<file path="config.mk">
export PLATFORM = sky130hd
export DESIGN_NAME = cell_sort_engine
export DESIGN_NICKNAME = d
export VERILOG_FILES = /design/src/rtl/cell_sort_pkg.sv /design/src/rtl/sort_cell.sv /design/src/rtl/cell_sort_engine.sv
export SDC_FILE = /design/constraint.sdc
export NUM_CORES = 1
export LEC_CHECK = 0
export CAP_MARGIN = 0
export CORE_ASPECT_RATIO = 1.4
export CORE_MARGIN = 2
export CORE_UTILIZATION = 55
export DETAILED_ROUTE_END_ITERATION = 16
export PLACE_DENSITY = 0.76
export SYNTH_ARGS = -nofsm -noshare
export SYNTH_HDL_FRONTEND = slang
export SYNTH_SLANG_ARGS = --single-unit
</file>
<file path="constraint.sdc">
create_clock -name clk -period 4.1 [get_ports clk]
set_input_delay 1.025 -clock clk [delete_from_list [all_inputs] [get_ports clk]]
set_output_delay 1.025 -clock clk [all_outputs]
set_load 0.02 [all_outputs]
</file>
<file path="src/rtl/cell_sort_pkg.sv">
// -----------------------------------------------------------------------------
// cell_sort_pkg
// Shared types and helpers for the cell_sort_engine top-K insertion sorter.
//   state_t : engine FSM states (LOAD collects a frame, DRAIN streams it out)
//   beats() : strict key comparison, direction selected by rev
//   cnt_w() : width of the item counter for a given chain depth
// -----------------------------------------------------------------------------
package cell_sort_pkg;

    // Keys are zero-extended to this width before comparison, so key widths
    // up to 64 bits are supported by the single shared compare helper.
    localparam int KEY_CMP_W = 64;

    typedef enum logic [0:0] {
        ST_LOAD  = 1'b0,
        ST_DRAIN = 1'b1
    } state_t;

    // True when key a strictly outranks key b: a > b for descending order,
    // a < b for ascending order. Equal keys never outrank, which is what
    // keeps insertion stable.
    function automatic logic beats(
        input logic [KEY_CMP_W-1:0] a,
        input logic [KEY_CMP_W-1:0] b,
        input logic                 rev
    );
        logic r;
        if (rev) begin
            r = (a < b);
        end else begin
            r = (a > b);
        end
        return r;
    endfunction

    // Counter width able to hold the values 0..depth inclusive.
    function automatic int cnt_w(input int depth);
        return $clog2(depth + 1);
    endfunction

endpackage

</file>
<file path="src/rtl/sort_cell.sv">
// -----------------------------------------------------------------------------
// sort_cell
// One compare-and-shift storage cell of the insertion chain. Holds
// {valid, key, meta}. An empty cell always wins the comparison.
//
// Optional feature: define CELL_SORT_METADATA_EN to build the metadata
// register; otherwise meta reads as zero and the metadata inputs are ignored.
//
// Ports:
//   clk, rst              clock, synchronous active-high reset (cell empties)
//   in_key, in_meta       item broadcast to every cell during insertion
//   prev_valid/key/meta   contents of the predecessor cell (toward cell 0)
//   prev_won              predecessor's win flag for the broadcast item
//   next_valid/key/meta   contents of the successor cell (away from cell 0)
//   load_en               an item is being inserted this cycle
//   shift_en              the chain drains one item toward cell 0 this cycle
//   valid, key, meta      own contents
//   won                   broadcast item outranks this cell (or cell empty)
// -----------------------------------------------------------------------------
module sort_cell
    import cell_sort_pkg::*;
#(
    parameter int SORTB = 8,
    parameter int METAB = 32,
    parameter int REV   = 0
) (
    input  logic             clk,
    input  logic             rst,
    input  logic [SORTB-1:0] in_key,
    input  logic [METAB-1:0] in_meta,
    input  logic             prev_valid,
    input  logic [SORTB-1:0] prev_key,
    input  logic [METAB-1:0] prev_meta,
    input  logic             prev_won,
    input  logic             next_valid,
    input  logic [SORTB-1:0] next_key,
    input  logic [METAB-1:0] next_meta,
    input  logic             load_en,
    input  logic             shift_en,
    output logic             valid,
    output logic [SORTB-1:0] key,
    output logic [METAB-1:0] meta,
    output logic             won
);

    logic             valid_q, valid_d;
    logic [SORTB-1:0] key_q,   key_d;

    assign won   = !valid_q || beats(KEY_CMP_W'(in_key), KEY_CMP_W'(key_q), (REV != 0));
    assign valid = valid_q;
    assign key   = key_q;

    // Next contents: take the predecessor when an earlier cell claimed the
    // item (the chain ripples down), take the item when this is the first
    // winner, or pull the successor in when draining.
    always_comb begin
        valid_d = valid_q;
        key_d   = key_q;
        if (load_en) begin
            if (prev_won) begin
                valid_d = prev_valid;
                key_d   = prev_key;
            end else if (won) begin
                valid_d = 1'b1;
                key_d   = in_key;
            end else begin
                valid_d = valid_q;
                key_d   = key_q;
            end
        end else if (shift_en) begin
            valid_d = next_valid;
            key_d   = next_key;
        end else begin
            valid_d = valid_q;
            key_d   = key_q;
        end
    end

    // Cell valid/key registers.
    always_ff @(posedge clk) begin
        if (rst) begin
            valid_q <= 1'b0;
            key_q   <= {SORTB{1'b0}};
        end else begin
            valid_q <= valid_d;
            key_q   <= key_d;
        end
    end

`ifdef CELL_SORT_METADATA_EN
    logic [METAB-1:0] meta_q, meta_d;

    assign meta = meta_q;

    // Metadata follows exactly the same selection as the key.
    always_comb begin
        meta_d = meta_q;
        if (load_en) begin
            if (prev_won) begin
                meta_d = prev_meta;
            end else if (won) begin
                meta_d = in_meta;
            end else begin
                meta_d = meta_q;
            end
        end else if (shift_en) begin
            meta_d = next_meta;
        end else begin
            meta_d = meta_q;
        end
    end

    // Cell metadata register.
    always_ff @(posedge clk) begin
        if (rst) begin
            meta_q <= {METAB{1'b0}};
        end else begin
            meta_q <= meta_d;
        end
    end
`else
    logic meta_unused_s;

    assign meta          = {METAB{1'b0}};
    assign meta_unused_s = ^{in_meta, prev_meta, next_meta};
`endif

endmodule

</file>
<file path="src/rtl/cell_sort_engine.sv">
// -----------------------------------------------------------------------------
// cell_sort_engine
// Frame-based top-K insertion sorter. Items arrive one per cycle on the
// s_* stream and are inserted into a chain of DEPTH sort_cell instances that
// stays ordered (descending for REV=0, ascending for REV=1, ties stable).
// When the frame's last item is accepted the engine drains the chain in
// order on the m_* stream, then returns to collecting the next frame.
//
// Optional feature: define CELL_SORT_METADATA_EN to carry s_meta with each
// key; otherwise s_meta is ignored and m_meta is always zero.
//
// Ports:
//   clk, rst                 clock, synchronous active-high reset
//   s_data, s_meta           input key / metadata
//   s_valid, s_last, s_ready input handshake; s_last closes the frame
//   m_data, m_meta           output key / metadata (cell 0 contents)
//   m_valid, m_last, m_ready output handshake; m_last marks the final item
//   count                    items currently held (saturates at DEPTH)
//   overflow                 sticky: at least one item dropped this frame
// -----------------------------------------------------------------------------
module cell_sort_engine
    import cell_sort_pkg::*;
#(
    parameter int DEPTH = 16,
    parameter int SORTB = 8,
    parameter int METAB = 32,
    parameter int REV   = 0
) (
    input  logic                      clk,
    input  logic                      rst,
    input  logic [SORTB-1:0]          s_data,
    input  logic [METAB-1:0]          s_meta,
    input  logic                      s_valid,
    input  logic                      s_last,
    output logic                      s_ready,
    output logic [SORTB-1:0]          m_data,
    output logic [METAB-1:0]          m_meta,
    output logic                      m_valid,
    output logic                      m_last,
    input  logic                      m_ready,
    output logic [cnt_w(DEPTH)-1:0]   count,
    output logic                      overflow
);

    localparam int CNTW = cnt_w(DEPTH);
    localparam logic [CNTW-1:0] CNT_ZERO = {CNTW{1'b0}};
    localparam logic [CNTW-1:0] CNT_ONE  = CNTW'(1'b1);
    localparam logic [CNTW-1:0] CNT_FULL = CNTW'(DEPTH);

    state_t          state_q, state_d;
    logic [CNTW-1:0] count_q, count_d;
    logic            overflow_q, overflow_d;
    logic            s_ready_q, s_ready_d;

    logic             cell_valid_s [DEPTH];
    logic [SORTB-1:0] cell_key_s   [DEPTH];
    logic [METAB-1:0] cell_meta_s  [DEPTH];
    logic             cell_won_s   [DEPTH];

    logic ins_s;
    logic pop_s;
    logic drain_s;
    logic won_unused_s;

    assign drain_s = (state_q == ST_DRAIN);
    assign ins_s   = s_ready_q & s_valid;
    assign pop_s   = drain_s & cell_valid_s[0] & m_ready;

    // The last cell's win flag has no successor to feed.
    assign won_unused_s = cell_won_s[DEPTH-1];

    for (genvar i = 0; i < DEPTH; i++) begin : g_cell
        logic             prev_valid_s;
        logic [SORTB-1:0] prev_key_s;
        logic [METAB-1:0] prev_meta_s;
        logic             prev_won_s;
        logic             next_valid_s;
        logic [SORTB-1:0] next_key_s;
        logic [METAB-1:0] next_meta_s;

        // Cell 0 has no predecessor: it never inherits a shifted item.
        if (i == 0) begin : g_head
            assign prev_valid_s = 1'b0;
            assign prev_key_s   = {SORTB{1'b0}};
            assign prev_meta_s  = {METAB{1'b0}};
            assign prev_won_s   = 1'b0;
        end else begin : g_body
            assign prev_valid_s = cell_valid_s[i-1];
            assign prev_key_s   = cell_key_s[i-1];
            assign prev_meta_s  = cell_meta_s[i-1];
            assign prev_won_s   = cell_won_s[i-1];
        end

        // The last cell pulls in an empty slot while draining.
        if (i == DEPTH - 1) begin : g_tail
            assign next_valid_s = 1'b0;
            assign next_key_s   = {SORTB{1'b0}};
            assign next_meta_s  = {METAB{1'b0}};
        end else begin : g_link
            assign next_valid_s = cell_valid_s[i+1];
            assign next_key_s   = cell_key_s[i+1];
            assign next_meta_s  = cell_meta_s[i+1];
        end

        sort_cell #(
            .SORTB (SORTB),
            .METAB (METAB),
            .REV   (REV)
        ) u_cell (
            .clk        (clk),
            .rst        (rst),
            .in_key     (s_data),
            .in_meta    (s_meta),
            .prev_valid (prev_valid_s),
            .prev_key   (prev_key_s),
            .prev_meta  (prev_meta_s),
            .prev_won   (prev_won_s),
            .next_valid (next_valid_s),
            .next_key   (next_key_s),
            .next_meta  (next_meta_s),
            .load_en    (ins_s),
            .shift_en   (pop_s),
            .valid      (cell_valid_s[i]),
            .key        (cell_key_s[i]),
            .meta       (cell_meta_s[i]),
            .won        (cell_won_s[i])
        );
    end

    // FSM next state, item count and sticky overflow.
    always_comb begin
        state_d    = state_q;
        count_d    = count_q;
        overflow_d = overflow_q;
        case (state_q)
            ST_LOAD: begin
                if (ins_s) begin
                    // count==0 in LOAD means this is the frame's first item,
                    // which is where the previous frame's overflow is cleared.
                    overflow_d = (count_q == CNT_FULL) |
                                 ((count_q != CNT_ZERO) & overflow_q);
                    if (count_q != CNT_FULL) begin
                        count_d = count_q + CNT_ONE;
                    end else begin
                        count_d = count_q;
                    end
                    if (s_last) begin
                        state_d = ST_DRAIN;
                    end else begin
                        state_d = ST_LOAD;
                    end
                end else begin
                    state_d = ST_LOAD;
                end
            end
            ST_DRAIN: begin
                if (pop_s) begin
                    count_d = count_q - CNT_ONE;
                    if (count_q == CNT_ONE) begin
                        state_d = ST_LOAD;
                    end else begin
                        state_d = ST_DRAIN;
                    end
                end else begin
                    state_d = ST_DRAIN;
                end
            end
            default: begin
                state_d    = ST_LOAD;
                count_d    = CNT_ZERO;
                overflow_d = 1'b0;
            end
        endcase
        // s_ready is a registered decode of the next state.
        s_ready_d = (state_d == ST_LOAD);
    end

    // Control registers.
    always_ff @(posedge clk) begin
        if (rst) begin
            state_q    <= ST_LOAD;
            count_q    <= CNT_ZERO;
            overflow_q <= 1'b0;
            s_ready_q  <= 1'b0;
        end else begin
            state_q    <= state_d;
            count_q    <= count_d;
            overflow_q <= overflow_d;
            s_ready_q  <= s_ready_d;
        end
    end

    // Output side is cell 0 of the chain, qualified by DRAIN.
    assign s_ready  = s_ready_q;
    assign m_valid  = drain_s & cell_valid_s[0];
    assign m_last   = drain_s & cell_valid_s[0] & (count_q == CNT_ONE);
    assign m_data   = cell_key_s[0];
    assign m_meta   = cell_meta_s[0];
    assign count    = count_q;
    assign overflow = overflow_q;

endmodule

</file>
Word-level counts from Yosys, hierarchy flattened
Cells that the tools add are included.

storage, ports and cells
  flip-flop bits (word level) = 152
  input port bits = 45
  output and inout port bits = 49
  logic and storage cells = 271

cells by class
  add/subtract/negate cells = 2
  magnitude comparators = 16
  equality and inequality tests = 22
  mux-type cells = 135
  bitwise gates (word level) = 8
  reduce and logical (&&, ||, !) cells = 52

operators by type and width
  kind                   number
  $mux W8                63
  $gt A8 B8 Y1           16
  $mux W1                67
  $ne A3 B1 Y1 const B   12
  $reduce_and A2 Y1      17
  $logic_not A1 Y1       16
  $logic_or A1 B1 Y1     16
  $mux W5                3
  $pmux W5 S2            1
  $ne A3 B2 Y1 const B   3
  $add A5 B1 Y5 const B  1
  $and A1 B1 Y1          5
  $eq A5 B1 Y1 const B   1
  $eq A5 B5 Y1 const B   1
  $ne A5 B5 Y1 const B   1
  $reduce_bool A5 Y1     1
  $sub A5 B1 Y5 const B  1
  $ne A2 B1 Y1 const B   2
  $ne A2 B2 Y1 const B   2
  $reduce_and A3 Y1      1
  $not A1 Y1             2
  $pmux W1 S2            1
  $reduce_bool A2 Y1     1
  $or A1 B1 Y1           1

Depth between registers and ports, before layout
  depth in word-level cells = 5
  depth in mapped cells = 10
  gate-level depth less buffers = 8

Modules after synthesis
From an unflattened synthesis, not the netlist that was laid out.

unflattened totals
  cells, all modules = 2084
  area total of the unflattened synthesis = 17235.3 µm²

modules (own cells, without submodules)
  module                            times used  cells an instance  area each (µm²)  sequential area each (µm²)
  sort_cell (g_cell[0].u_cell ...)  14          127                1052.3           180.2
  sort_cell (g_cell[8].u_cell ...)  2           127                1013.5           180.2
  cell_sort_engine                  1           52                 476.7            160.2

Least setup slack after synthesis
No wires, ideal clock.

  kind = in2reg
  start point = input s_data[0]
  end point = register g_cell[11].u_cell.key_q[0]
  setup time = 92 ps
  data arrival time = 3096 ps
  data required time = 4008 ps
  setup slack = 911 ps
  cell stages on the path = 8
  buffers on the path = 1
  cells stage by stage = inv_1 ha_1 nand4_1 nor2_1 o311ai_1 buf_2 mux2_2 o32ai_1

on the way
  cells in the longest elaborated chain, start to end = 4
  elaborated cells on any way between the ends = 9
  those cells by class = order compare: 2; eq/ne: 1; mux: 3; reduce/logical: 3

ends and longest elaborated chain
  item                                                                  RTL line                source
  from (decl)                                                           cell_sort_engine.sv:31  input logic [SORTB-1:0] s_data,
  $gt A8 B8 Y1                                                          cell_sort_pkg.sv:31     r = (a > b);
  $logic_or A1 B1 Y1                                                    sort_cell.sv:49         assign won = !valid_q || beats(KEY_CMP_W'(in_key), KEY_CMP_W'(key_q), (REV != 0));
  $ne A3 B1 Y1 (no source line) / $mux W8 (equally long branches)       n/a
  $reduce_and A2 Y1 (no source line) / $mux W8 (equally long branches)  n/a
  to (signal assigned)                                                  sort_cell.sv:83         key_q <= {SORTB{1'b0}};
  to (signal assigned)                                                  sort_cell.sv:86         key_q <= key_d;
  to (decl)                                                             sort_cell.sv:47         logic [SORTB-1:0] key_q, key_d;

Parallel ways exist; a longest one is shown, timed or not. The select of a mux whose other input is x is not followed.
A chain may end at the register's enable or synchronous reset.

Final worst setup path
  start point = input s_data[0]
  end point = register g_cell[3].u_cell.key_q[4]

on the way
  cells in the longest elaborated chain, start to end = 4
  elaborated cells on any way between the ends = 8
  those cells by class = order compare: 2; eq/ne: 1; mux: 2; reduce/logical: 3

ends and longest elaborated chain
  item                                                                  RTL line
  $gt A8 B8 Y1                                                          cell_sort_pkg.sv:31
  $logic_or A1 B1 Y1                                                    sort_cell.sv:49
  $ne A3 B1 Y1 (no source line) / $mux W8 (equally long branches)       n/a
  $reduce_and A2 Y1 (no source line) / $mux W8 (equally long branches)  n/a
  to (signal assigned)                                                  sort_cell.sv:83
  to (signal assigned)                                                  sort_cell.sv:86
  to (decl)                                                             sort_cell.sv:47

Parallel ways exist; a longest one is shown, timed or not.

==> results summary <==
By area the synthesized netlist is led by sky130_fd_sc_hd__dfxtp_1 (26%), sky130_fd_sc_hd__ha_1 (14%), sky130_fd_sc_hd__nor2_1 (4.6%). On the final layout, the worst clock skew is about 12 ps. The setup slack of the worst register-to-register path is 1310 ps.

The post-synthesis area per instance came out at 8.141 um^2. Setup repair after global routing left no endpoint under its margin. The placer's final routability congestion estimate is 0.9297. The count of H-tree levels built during CTS came out at 4. The transition at the pin with the smallest max-transition slack came out at 986.1 ps. TritonCTS built the clock tree. The startpoint identified for the worst register-to-register timing path is g_cell[2].u_cell.key[3]. The post-layout minimum cycle time is ~3700 ps. Along the worst hold path, the cell count comes to 2. The critical path goes through clkdlybuf4s50_1, inv_1, buf_4, ha_1, inv_1, a21oi_1, o2111ai_1, nand2_1, a31oi_1, a32o_1.

The via density per instance came out at ~6.7. The layout has between 1500 and 2000 filler cells. The total wirelength of the detailed-routed design came out at 34430 um. The post-CTS setup buffer count came out at 0.

The distinct cell type count after synthesis came out at between 70 and 80. After clock tree synthesis, the repair step resized 0 gates. The number of top-level design ports came out at 94. The number of hold buffers added after CTS came out at 0. In the synthesized netlist, the cells that appear most often are sky130_fd_sc_hd__dfxtp_1 (152), sky130_fd_sc_hd__nor2_1 (145), sky130_fd_sc_hd__inv_1 (139). Of all flip-flops after synthesis, the portion carrying an async set or reset was 0. The count of flip-flops with a built-in enable after synthesis came out at 0. The total standard cell area after synthesis is between 10000 and 15000 um^2. The worst hold-check path type is reg -> reg. The area fraction of the dominant cell type after synthesis is 0.2592. The cell row count came out at 63. For this run, the share of the core covered by cells in the final layout is 0.6120. Summed over all failing endpoints, the final setup total negative slack is 0 ps. The flow ran to the end, and the final reports show no timing, DRC or antenna violations.

STA classifies the critical path endpoint as a flip-flop. In this run, CTS created clock tree buffers numbering 17. The die span in x is roughly 130 um. The flop and latch count out of synthesis came out at 152. For the worst setup path, the data arrival time is between 4000 and 5000 ps. The tree is rooted in a sky130_fd_sc_hd__clkbuf_16. The core outline area is ~21000 um^2. The total overflow left after global routing is 0. The number of sinks driven by the clock tree is 152.

The critical-path cell with the highest stage delay is sky130_fd_sc_hd__a31oi_1. The tool flagged a number of max-cap violations equal to 0. The final net count is between 1500 and 2000. The most used flip-flop cell after synthesis is sky130_fd_sc_hd__dfxtp_1.

Dividing the detail-routed wire length by the instance count gives roughly 20 um. The remaining number of nets flagged by the antenna check after routing came out at 0. In the global route stage, overall resource usage came out at 0.3028.

The category of the worst setup path launch point is an input port. Data on the critical path is required at its endpoint by 4490 ps. Dividing total power by cell area gives a power density of about 320 nW/um^2. The number of remaining DRC errors came out at 0. Setup violations remaining at the end of the flow were counted as 0. The number of global-route vias before repair is 10970. For this run, the number of Yosys warnings is 0. In the finished design, the share of the clock period the worst path needs comes to 0.8976. The register clock-pin slew on the reported worst setup and hold paths came out at ~70 ps. The hold violation count in the final report came out at 0. The global-route wire length before repair is 54940 um.

The path depth of the worst reg2reg path is 7. In this design, the critical path's most frequently occurring cell is sky130_fd_sc_hd__inv_1. The initial utilization of the core area, before any placement, comes to 0.5578. The cell with the most instances after synthesis is sky130_fd_sc_hd__dfxtp_1. Of all cell types, the one taking the most synthesized area is sky130_fd_sc_hd__dfxtp_1. The critical path is of the in -> reg type. The height of the die is 176.9 um. The worst-case clock buffer depth came out at 2.

Of the synthesized area, sequential elements account for 0.2592. The area growth from synthesis to layout came out at 9.721%. Across the VDD grid, the largest voltage drop is slightly below 300 uV. The static leakage is roughly 4.8 nW.

The detailed router's first-iteration violation count came out at 1127. The routed layout has approximately 12000 vias. The gate count after technology mapping is 1442. The half-perimeter wire length after detailed placement is about 24000 um.

The later pin in the worst-skew pair is clocked with a latency of 450 ps. The relative slew slack is 0.3402. The share of post-route cells with drive strength above 1 came out at 0.1022.

The worst register-to-register path ends at g_cell[3].u_cell.key[4]. The top achievable clock speed is between 200 and 300 MHz. In this design, the stage delay of the slowest critical-path cell is ~700 ps. Entering global routing, the biggest net connects 80 pins. The worst-path maximum fanout is 14. The initial antenna violation count is 0. The floorplan step defined a die boundary enclosing approximately 23000 um^2. The pre-antenna-repair detailed-routing pass consisted of 7 iterations. The number of antenna repair diodes is 0. The final-report max-slew violation count came out at 0. The number of port buffers is 29.
[cell usage in the layout (no fill, tap or decap), types with 32 or more instances in the layout]
cell type / netlist / layout
sky130_fd_sc_hd__dfxtp_1: 152 / 152
sky130_fd_sc_hd__a21oi_1: 64 / 64
sky130_fd_sc_hd__o21ai_0: 58 / 58
sky130_fd_sc_hd__ha_1: 131 / 131
sky130_fd_sc_hd__nand2_1: 115 / 114
sky130_fd_sc_hd__o32ai_1: 48 / 48
sky130_fd_sc_hd__nor2_1: 145 / 145
sky130_fd_sc_hd__nand3_1: 38 / 38
sky130_fd_sc_hd__a22o_1: 37 / 37
sky130_fd_sc_hd__inv_1: 139 / 139
sky130_fd_sc_hd__conb_1: 1 / 32
sky130_fd_sc_hd__a31oi_1: 52 / 52
sky130_fd_sc_hd__nand4_1: 34 / 34
sky130_fd_sc_hd__buf_4: 34 / 36
[report_power, final]
| group | switching, W | internal [W] | leakage [nW] |
|---|---|---|---|
| clock | 0.000686 | 0.000899 | 0.272 |
| combinational | 0.000570 | 0.000328 | 3.25 |
| sequential | 0.0000685 | 0.00153 | 1.23 |
[metrics by stage]
step	total power, W	hold WS (ps)	instance area [um^2]	setup slack (ps)	instances
2_1_floorplan	0.002255	457.9	11860	911.3	1473
4_1_cts	0.004075	508.8	12880	515.7	1728
5_1_grt	0.004241	527.2	12880	215.1	1728
3_5_place_dp	0.002509	495.4	12300	55.69	1696
3_3_place_gp	0.002482	482.8	12300	130.1	1696
6_report	0.004083	498.6	12880	419.7	1728
[cell type report]
type | count | area [um^2] | share of cell area
multi-input combinational | 1072 | 7719 | 0.5993
sequential | 152 | 3043 | 0.2363
timing repair buffer | 72 | 685.7 | 0.05323
inverter | 140 | 525.5 | 0.04080
clock buffer | 18 | 429.2 | 0.03332
tap | 260 | 325.3 | 0.02526
clock inverter | 14 | 152.6 | 0.01185
[worst max-delay path by stage]
stage | startpoint | endpoint | slack [ps] | cells past startpoint
5_1_grt | s_data[0] | g_cell[3].u_cell.key[6] | 220 | 10
6_report | s_data[0] | g_cell[3].u_cell.key[4] | 420 | 10
4_1_cts | s_data[0] | g_cell[3].u_cell.key[4] | 520 | 10
2_1_floorplan | s_data[0] | g_cell[11].u_cell.key[0] | 910 | 8
3_5_place_dp | s_data[0] | g_cell[3].u_cell.key[6] | 60 | 10
3_3_place_gp | s_data[0] | g_cell[3].u_cell.key[6] | 130 | 10
[sequential cells by signal, summed over array words and instances (netlist names), named ones only]
| name | cells |
|---|---|
| g_cell.u_cell.valid | 16 |
| count | 5 |
| drain_s | 1 |
| g_cell.u_cell.key | 128 |
| s_ready | 1 |
[per-layer routing]
layer,share of wire,global-route usage
met2,0.49,0.5305
met4,0.063,0.1932
met3,0.058,0.04565
met5,0,0
met1,0.39,0.3407
[critical path: cells and delay by family]
family                     cells  cell delay [ps]
AOI/OAI and AO/OA              4             1520
and+or+nand+nor                1              450
buffers and inverters          4              820
adders and majority gates      1              230
[cell families (layout without fill, tap and decap cells)]
group | after synthesis | after routing | share of synthesized area
AO/OA/AOI/OAI | 497 | 497 | 0.3370
AND/OR/NAND/NOR | 399 | 399 | 0.1576
buffers and inverters | 249 | 244 | 0.09465
flip-flops | 152 | 152 | 0.2592
adder cells (fa/ha/maj) | 131 | 131 | 0.1396
multiplexers | 9 | 9 | 0.008526
XOR/XNOR | 4 | 4 | 0.002985
other | 1 | 32 | 0.0003195
No activity file was read; power rests on OpenSTA's default activity.
